## src/rtl/battleship_turn_controller.sv

```systemverilog
// Game sequencer for player-vs-PC battleship: ship-count decision, placement,
// alternating firing turns with a per-turn countdown, and win/lose tracking.
module battleship_turn_controller #(
  parameter int unsigned MAX_SHIPS    = 5,
  parameter int unsigned TURN_SECONDS = 15,
  parameter int unsigned TIMER_W      = 4
) (
  input  logic               clk,
  input  logic               rst,
  input  logic               ships_decided,
  input  logic [2:0]         player_amount_ships,
  input  logic               player_place,
  input  logic               player_fire,
  input  logic               pc_fire,
  input  logic               shot_hit,
  input  logic               tick_1s,
  input  logic               restart,
  output logic               decision,
  output logic               place_en,
  output logic               player_turn,
  output logic               pc_turn,
  output logic               auto_fire,
  output logic [TIMER_W-1:0] timer_sec,
  output logic [2:0]         ships_total,
  output logic [2:0]         player_hits,
  output logic [2:0]         pc_hits,
  output logic               game_won,
  output logic               game_lost,
  output logic [2:0]         state_code
);

  localparam int unsigned CNT_W = 3;

  typedef enum logic [2:0] {
    S_DECIDE = 3'd0,
    S_PLACE  = 3'd1,
    S_PLAYER = 3'd2,
    S_PC     = 3'd3,
    S_WIN    = 3'd4,
    S_LOSE   = 3'd5
  } state_t;

  localparam logic [CNT_W-1:0]   MAX_SHIPS_C = CNT_W'(MAX_SHIPS);
  localparam logic [TIMER_W-1:0] TURN_LOAD   = TIMER_W'(TURN_SECONDS);

  state_t             state, state_n;
  logic [CNT_W-1:0]   placed, placed_n;
  logic [CNT_W-1:0]   ships_n, player_hits_n, pc_hits_n;
  logic [TIMER_W-1:0] timer_n;
  logic               auto_fire_n;

  assign state_code = state;

  // Next-state and next-datapath decode; events outside their state fall through to defaults.
  always_comb begin
    state_n       = state;
    placed_n      = placed;
    ships_n       = ships_total;
    player_hits_n = player_hits;
    pc_hits_n     = pc_hits;
    timer_n       = timer_sec;
    auto_fire_n   = 1'b0;

    unique case (state)
      S_DECIDE: begin
        timer_n = '0;
        if (ships_decided && (player_amount_ships != '0)) begin
          ships_n  = (player_amount_ships > MAX_SHIPS_C) ? MAX_SHIPS_C : player_amount_ships;
          placed_n = '0;
          state_n  = S_PLACE;
        end
      end

      S_PLACE: begin
        timer_n = '0;
        if (player_place) begin
          placed_n = placed + CNT_W'(1);
          if (placed_n == ships_total) begin
            state_n = S_PLAYER;
            timer_n = TURN_LOAD;
          end
        end
      end

      S_PLAYER: begin
        // A committed shot takes priority over a same-cycle timeout.
        if (player_fire) begin
          if (shot_hit && (player_hits < ships_total)) begin
            player_hits_n = player_hits + CNT_W'(1);
          end
          timer_n = '0;
          state_n = (player_hits_n == ships_total) ? S_WIN : S_PC;
        end else if (tick_1s) begin
          if (timer_sec <= TIMER_W'(1)) begin
            timer_n     = '0;
            auto_fire_n = 1'b1;
            state_n     = S_PC;
          end else begin
            timer_n = timer_sec - TIMER_W'(1);
          end
        end
      end

      S_PC: begin
        timer_n = '0;
        if (pc_fire) begin
          if (shot_hit && (pc_hits < ships_total)) begin
            pc_hits_n = pc_hits + CNT_W'(1);
          end
          if (pc_hits_n == ships_total) begin
            state_n = S_LOSE;
          end else begin
            state_n = S_PLAYER;
            timer_n = TURN_LOAD;
          end
        end
      end

      S_WIN, S_LOSE: begin
        timer_n = '0;
        if (restart) begin
          ships_n       = '0;
          player_hits_n = '0;
          pc_hits_n     = '0;
          placed_n      = '0;
          state_n       = S_DECIDE;
        end
      end

      default: begin
        state_n = S_DECIDE;
        timer_n = '0;
      end
    endcase
  end

  // State, counters and registered flag outputs.
  always_ff @(posedge clk or negedge rst) begin
    if (!rst) begin
      state       <= S_DECIDE;
      placed      <= '0;
      ships_total <= '0;
      player_hits <= '0;
      pc_hits     <= '0;
      timer_sec   <= '0;
      auto_fire   <= 1'b0;
      decision    <= 1'b1;
      place_en    <= 1'b0;
      player_turn <= 1'b0;
      pc_turn     <= 1'b0;
      game_won    <= 1'b0;
      game_lost   <= 1'b0;
    end else begin
      state       <= state_n;
      placed      <= placed_n;
      ships_total <= ships_n;
      player_hits <= player_hits_n;
      pc_hits     <= pc_hits_n;
      timer_sec   <= timer_n;
      auto_fire   <= auto_fire_n;
      decision    <= (state_n == S_DECIDE);
      place_en    <= (state_n == S_PLACE);
      player_turn <= (state_n == S_PLAYER);
      pc_turn     <= (state_n == S_PC);
      game_won    <= (state_n == S_WIN);
      game_lost   <= (state_n == S_LOSE);
    end
  end

endmodule

```

## config.mk

```make
export PLATFORM = sky130hd
export DESIGN_NAME = battleship_turn_controller
export DESIGN_NICKNAME = d
export VERILOG_FILES = /design/src/rtl/battleship_turn_controller.sv
export SDC_FILE = /design/constraint.sdc
export NUM_CORES = 1
export LEC_CHECK = 0
export CORE_ASPECT_RATIO = 1.75
export CORE_UTILIZATION = 34
export CTS_CLUSTER_DIAMETER = 50
export DETAILED_ROUTE_END_ITERATION = 16
export PLACE_DENSITY_LB_ADDON = 0.1
export SETUP_SLACK_MARGIN = 0.3
export SLEW_MARGIN = 20
export SYNTH_ARGS = -nofsm -noshare
export SYNTH_HDL_FRONTEND = slang
export SYNTH_SLANG_ARGS = --single-unit
```

## constraint.sdc

```tcl
create_clock -name clk -period 6.3 [get_ports clk]
set_input_delay 1.26 -clock clk [delete_from_list [all_inputs] [get_ports clk]]
set_output_delay 1.26 -clock clk [all_outputs]
set_load 0.02 [all_outputs]
```

Word level (Yosys, flattened, before mapping)
Index checks and enable logic that the tools add are counted.
{ "totals": {"ff_bits": 26, "in_bits": 12, "out_inout_bits": 23, "word_cells": 95} }
{ "op_classes": {"addsub": 4, "magnitude_cmp": 4, "n_eq_ne": 19, "muxes": 40, "reduce_logical": 15} }
{ "op_table": {"columns": ["operator", "n"], "rows": [
  ["$mux W3", 23],
  ["$mux W4", 7],
  ["$pmux W3 S2", 3],
  ["$pmux W3 S5", 1],
  ["$eq A3 B2 Y1 const B", 4],
  ["$eq A3 B3 Y1 const B", 4],
  ["$pmux W4 S3", 1],
  ["$ne A2 B2 Y1 const B", 5],
  ["$add A3 B1 Y3 const B", 3],
  ["$eq A3 B3 Y1", 3],
  ["$pmux W3 S3", 1],
  ["$reduce_and A3 Y1", 3],
  ["$eq A3 B1 Y1 const B", 2],
  ["$logic_not A3 Y1", 2],
  ["$lt A3 B3 Y1", 2],
  ["$reduce_bool A2 Y1", 3],
  ["$reduce_bool A3 Y1", 2],
  ["$le A4 B1 Y1 const B", 1],
  ["$mux W1", 4],
  ["$reduce_and A4 Y1", 1],
  ["$sub A4 B1 Y4 const B", 1],
  ["$gt A3 B3 Y1 const B", 1],
  ["$logic_and A1 B1 Y1", 3],
  ["$ne A3 B3 Y1 const B", 1],
  ["$reduce_or A2 Y1", 1]
]} }

Longest topological paths before layout
{ "depth": {"word_depth": 10, "depth_mapped": 8, "depth_no_buf": 8} }

Worst setup path before layout
No wires, ideal clock.
{ "synth_timing": {"path_type": "input to register", "startpoint": "in shot_hit", "endpoint": "reg state[0] (netlist: state_code[0])", "setup_time_ns": 0.124, "t_arrival_ns": 2.366, "required_time_ns": 6.176, "path_slack_ns": 3.810, "stages": 6, "path_buffers": 0, "cell_sequence": "nand2b_1 -> a311oi_4 -> mux2i_1 -> nand4_1 -> and3_1 -> or2_1"} }
{ "synth_via": {"elab_chain_cells": 8, "elab_cells_between_ends": 15, "cone_classes": "eq/ne (2); mux (11); reduce/logical (2)"} }
{ "synth_rtl": {"columns": ["element", "line_no", "text"], "rows": [
  ["start: declaration", "15", "input logic shot_hit,"],
  ["$logic_and A1 B1 Y1, on equally long branches", "107, 88", null],
  ["$mux W3, on equally long branches", "107, 88", null],
  ["$mux W3, on equally long branches", "106, 87", null],
  ["$mux W3", "64", "unique case (state)"],
  ["$eq A3 B3 Y1, on equally long branches", "110, 92", null],
  ["$mux W3, on equally long branches", "110, 92", null],
  ["$mux W3, on equally long branches", "106, 87", null],
  ["$pmux W3 S5 *", "64", null],
  ["named net state_n[0]", "46", "state_t state, state_n;"],
  ["end signal: assignment", "154", "state <= state_n;"],
  ["end: declaration", "46", null]
]} }
Mark *: on every way through the listed nets, which the timed path passes. The rest lies on a longest branch. The select of a mux whose other input is x is not followed.
A chain may end at the register's enable or synchronous reset.

Worst setup path in the final report
Same ends and word-level chain as after synthesis.

==> summary.txt <==
Critical path
  • Worst Path Required: 6.46 ns
  • Crit-path max FO: 5
  • Worst R2R Start: ships_total[1]
  • CP arrival: 3.05 ns
  • CP Capture Type: flip-flop
  • FF-to-FF setup slack: 3.86 ns
  • Critical Path Start Type: input pin
  • Setup CP Type: in2reg
  • Setup crit start: shot_hit

Synth
  • Post-synthesis mux area share: 3.10%
  • Main combinational cell family by area after synthesis: simple AND/OR/NAND/NOR gates
  • Post-synth EDFFs: 0
  • Yosys cell types: 48
  • Post-synthesis sequential area ratio: 38.5%
  • Synth Register Bits: 26
  • Syn nets: 199
  • Post-Synth Adder-Cell Area: 6.64%
  • Post-Synth Simple-Gate Area: 21.8%
  • Fraction of registers with async set/reset: 100%
  • Gate Count Post-Synth: 178
  • Xor and xnor area share after synthesis: 6.27%
  • Mapped Area: 0.00170 mm²
  • Syn avg cell area: 9.52 µm²
  • Synth Area in Compound Gates: 21.0%
  • Ys flop type: dfrtp_1
  • Warnings, synthesis: 0

Route
  • DRT Wirelength: 4.07 mm
  • DRC violations left: 0
  • Post-route ant nets: 0
  • Routed len/inst: 15.3 µm
  • Drt first pass iters: 4
  • Via density: 5.51
  • DR iter-0 viols: 49
  • DR vias: 1465

STA
  • Clk_skew: 0.00714 ns
  • Final hold vios: 0
  • Relative slew slack: 58.9%
  • Slew at the pin closest to its max-slew limit: 0.612 ns
  • Max-slew violations: 0
  • Sum Neg Setup Slack: 0 ns
  • Crit share post-route: 45.8%
  • FMAX: 346 MHz
  • RSZ-0062 raised after global routing: no
  • Final setup viols: 0
  • Fin crit period: 2.89 ns

Finish
  • Area Overhead vs Synth: 27.4%
  • Nets: 236
  • Antenna cells: 0
  • Layout cells sized above 1: 9.81%
  • Fin area: 0.00216 mm²

Clocking
  • CTS tree: yes
  • Worst-path clk slew: 0.10 ns
  • H-tree depth: 1
  • Hold Buf Count CTS: 0
  • Post_cts resized: 0
  • Post-CTS Repair Setup Buffers: 0
  • CTS sink cnt: 26
  • Clock buffer count from CTS: 3
  • CTS Buffer Depth: 2
  • Worst skew pair latency: 0.27 ns
  • CTS root buffer: clkbuf_8

Global routing
  • First-pass GRT wire length: 6.87 mm
  • Initial antenna violation count: 0
  • Grt total ovfl: 0
  • Overall Global Routing Usage: 16.5%
  • Number of global-route vias before repair: 1495
  • Largest net degree at the start of global routing: 27

Floorplan
  • Initial Util: 35.7%
  • Io pins: 35
  • Die width: 55.4 µm
  • Die ar.: 0.00528 mm²
  • Die Height: 95.4 µm
  • # rows: 33
  • Core area: 0.00475 mm²

Power and ir drop
  • Peak supply drop: 223 µV
  • Power Density: 487 mW/mm²
  • Leak: 0.914 nW

Hold path
  • Startpoint of the worst hold path: placed[2]
  • Hold WC Path Type: reg2reg

Placement
  • Placed wire-length estimate: 3.17 mm
  • GP Congestion: 0.771
  • Cell Area, Placed: 0.00209 mm²
  • PortBufs: 34

Outcome
  • Outcome: finished, final reports clean

Flow run
  • Maxcap violations: 0
==> where the power goes <==
| part | switching (mW) | leakage (nW) | internal [mW] | total, mW |
|---|---|---|---|---|
| Clock | 0.0543 | 0.0357 | 0.0850 | 0.139 |
| Sequential | 0.0907 | 0.340 | 0.229 | 0.319 |
| Combinational | 0.296 | 0.538 | 0.296 | 0.592 |
| Total | 0.441 | 0.914 | 0.610 | 1.05 |
==> per-stage QoR <==
step / setup WS (ns) / utilization, % / hold WS (ns) / power [mW] / instances
after floorplan: 3.81 / - / 0.477 / 0.724 / 178
after global placement: 3.15 / 44.0 / 0.494 / 0.910 / 262
after detailed placement: 3.12 / 44.0 / 0.508 / 0.918 / 262
after CTS: 3.41 / 45.5 / 0.524 / 1.06 / 266
after global routing: 3.30 / 45.5 / 0.553 / 1.14 / 266
final: 3.41 / 45.5 / 0.514 / 1.05 / 266
==> cell usage after synthesis, drive strengths merged (3+ instances only) <==
cell	number	area share, %
nor3	6	1.8
xnor2	5	2.6
o21ai	11	3.2
nand2b	9	3.8
nand3b	3	1.3
nand3	3	0.89
or2	3	1.1
inv	7	1.6
nor2b	4	1.9
mux2i	3	1.8
a21oi	14	4.4
a22o	3	1.6
ha	9	6.6
nand2	20	4.4
nor2	11	2.4
a21o	5	2.4
dfrtp	25	37
or3	3	1.1
==> area by class of cell <==
type / count / area (µm²)
Multi-Input combinational cell: 142 / 997
Inverter: 7 / 26.3
Clock inverter: 1 / 30.0
Tap cell: 52 / 65.1
Sequential cell: 26 / 652
Fill cell: 449 / 2590
Timing Repair Buffer: 35 / 348
Clock buffer: 3 / 41.3
==> path summary, 6_finish.rpt <==
path | to | cells past startpoint
setup / recovery | state_code[0] | 7
hold / removal | placed[2] | 1
setup reg to reg | game_won | 8
hold reg to reg | placed[2] | 1
max in group asynchronous | decision | 2
min in group asynchronous | place_en | 2
==> flip-flops by register name, summed over array words and instances (netlist names) <==
| register | flops |
|---|---|
| place_en | 1 |
| game_lost | 1 |
| player_hits | 3 |
| ships_total | 3 |
| player_turn | 1 |
| state_code | 3 |
| pc_hits | 3 |
| auto_fire | 1 |
| placed | 3 |
| pc_turn | 1 |
| timer_sec | 4 |
| game_won | 1 |
| decision | 1 |
==> routing by layer <==
metal	vias up	routed length (µm)	global-route usage (%)
li1	714	-	-
met1	714	1660	17.6
met2	29	2200	31.9
met3	8	123	2.85
met4	0	80	6.25
met5	-	0	0
==> layout by cell type, fill, tap and decap left out, drive strengths merged, types with 2 or more instances in the layout <==
| cell type | count |
|---|---|
| dfrtp | 25 |
| o21ai | 11 |
| nand2b | 9 |
| clkbuf | 3 |
| or2 | 3 |
| nand3b | 3 |
| nor2 | 11 |
| or3 | 3 |
| a21o | 5 |
| a22o | 3 |
| a21oi | 14 |
| nor3 | 6 |
| ha | 9 |
| mux2 | 2 |
| a211oi | 2 |
| nor2b | 4 |
| o21a | 2 |
| xor2 | 2 |
| clkdlybuf4s50 | 34 |
| nand3 | 3 |
| nand2 | 20 |
| nand4 | 2 |
| inv | 7 |
| o211ai | 2 |
| nor3b | 2 |
| xnor2 | 5 |
| a31oi | 2 |
| xnor3 | 2 |
| and3 | 2 |
| mux2i | 3 |
==> kinds of logic after synthesis <==
logic type | Yosys count
AOI/OAI and AO/OA | 49
adders and majority gates | 9
muxes | 5
DFF | 26
and+or+nand+nor | 70
buffers and inverters | 10
xor gates and xnor gates | 9
==> critical path: stages <==
cell,delay (ns)
clkdlybuf4s50_1,0.52
nand2b_1,0.11
a311oi_4,0.37
mux2i_1,0.23
nand4_1,0.16
and3_1,0.21
or2_1,0.20
Power figures use the tool's default switching activity.
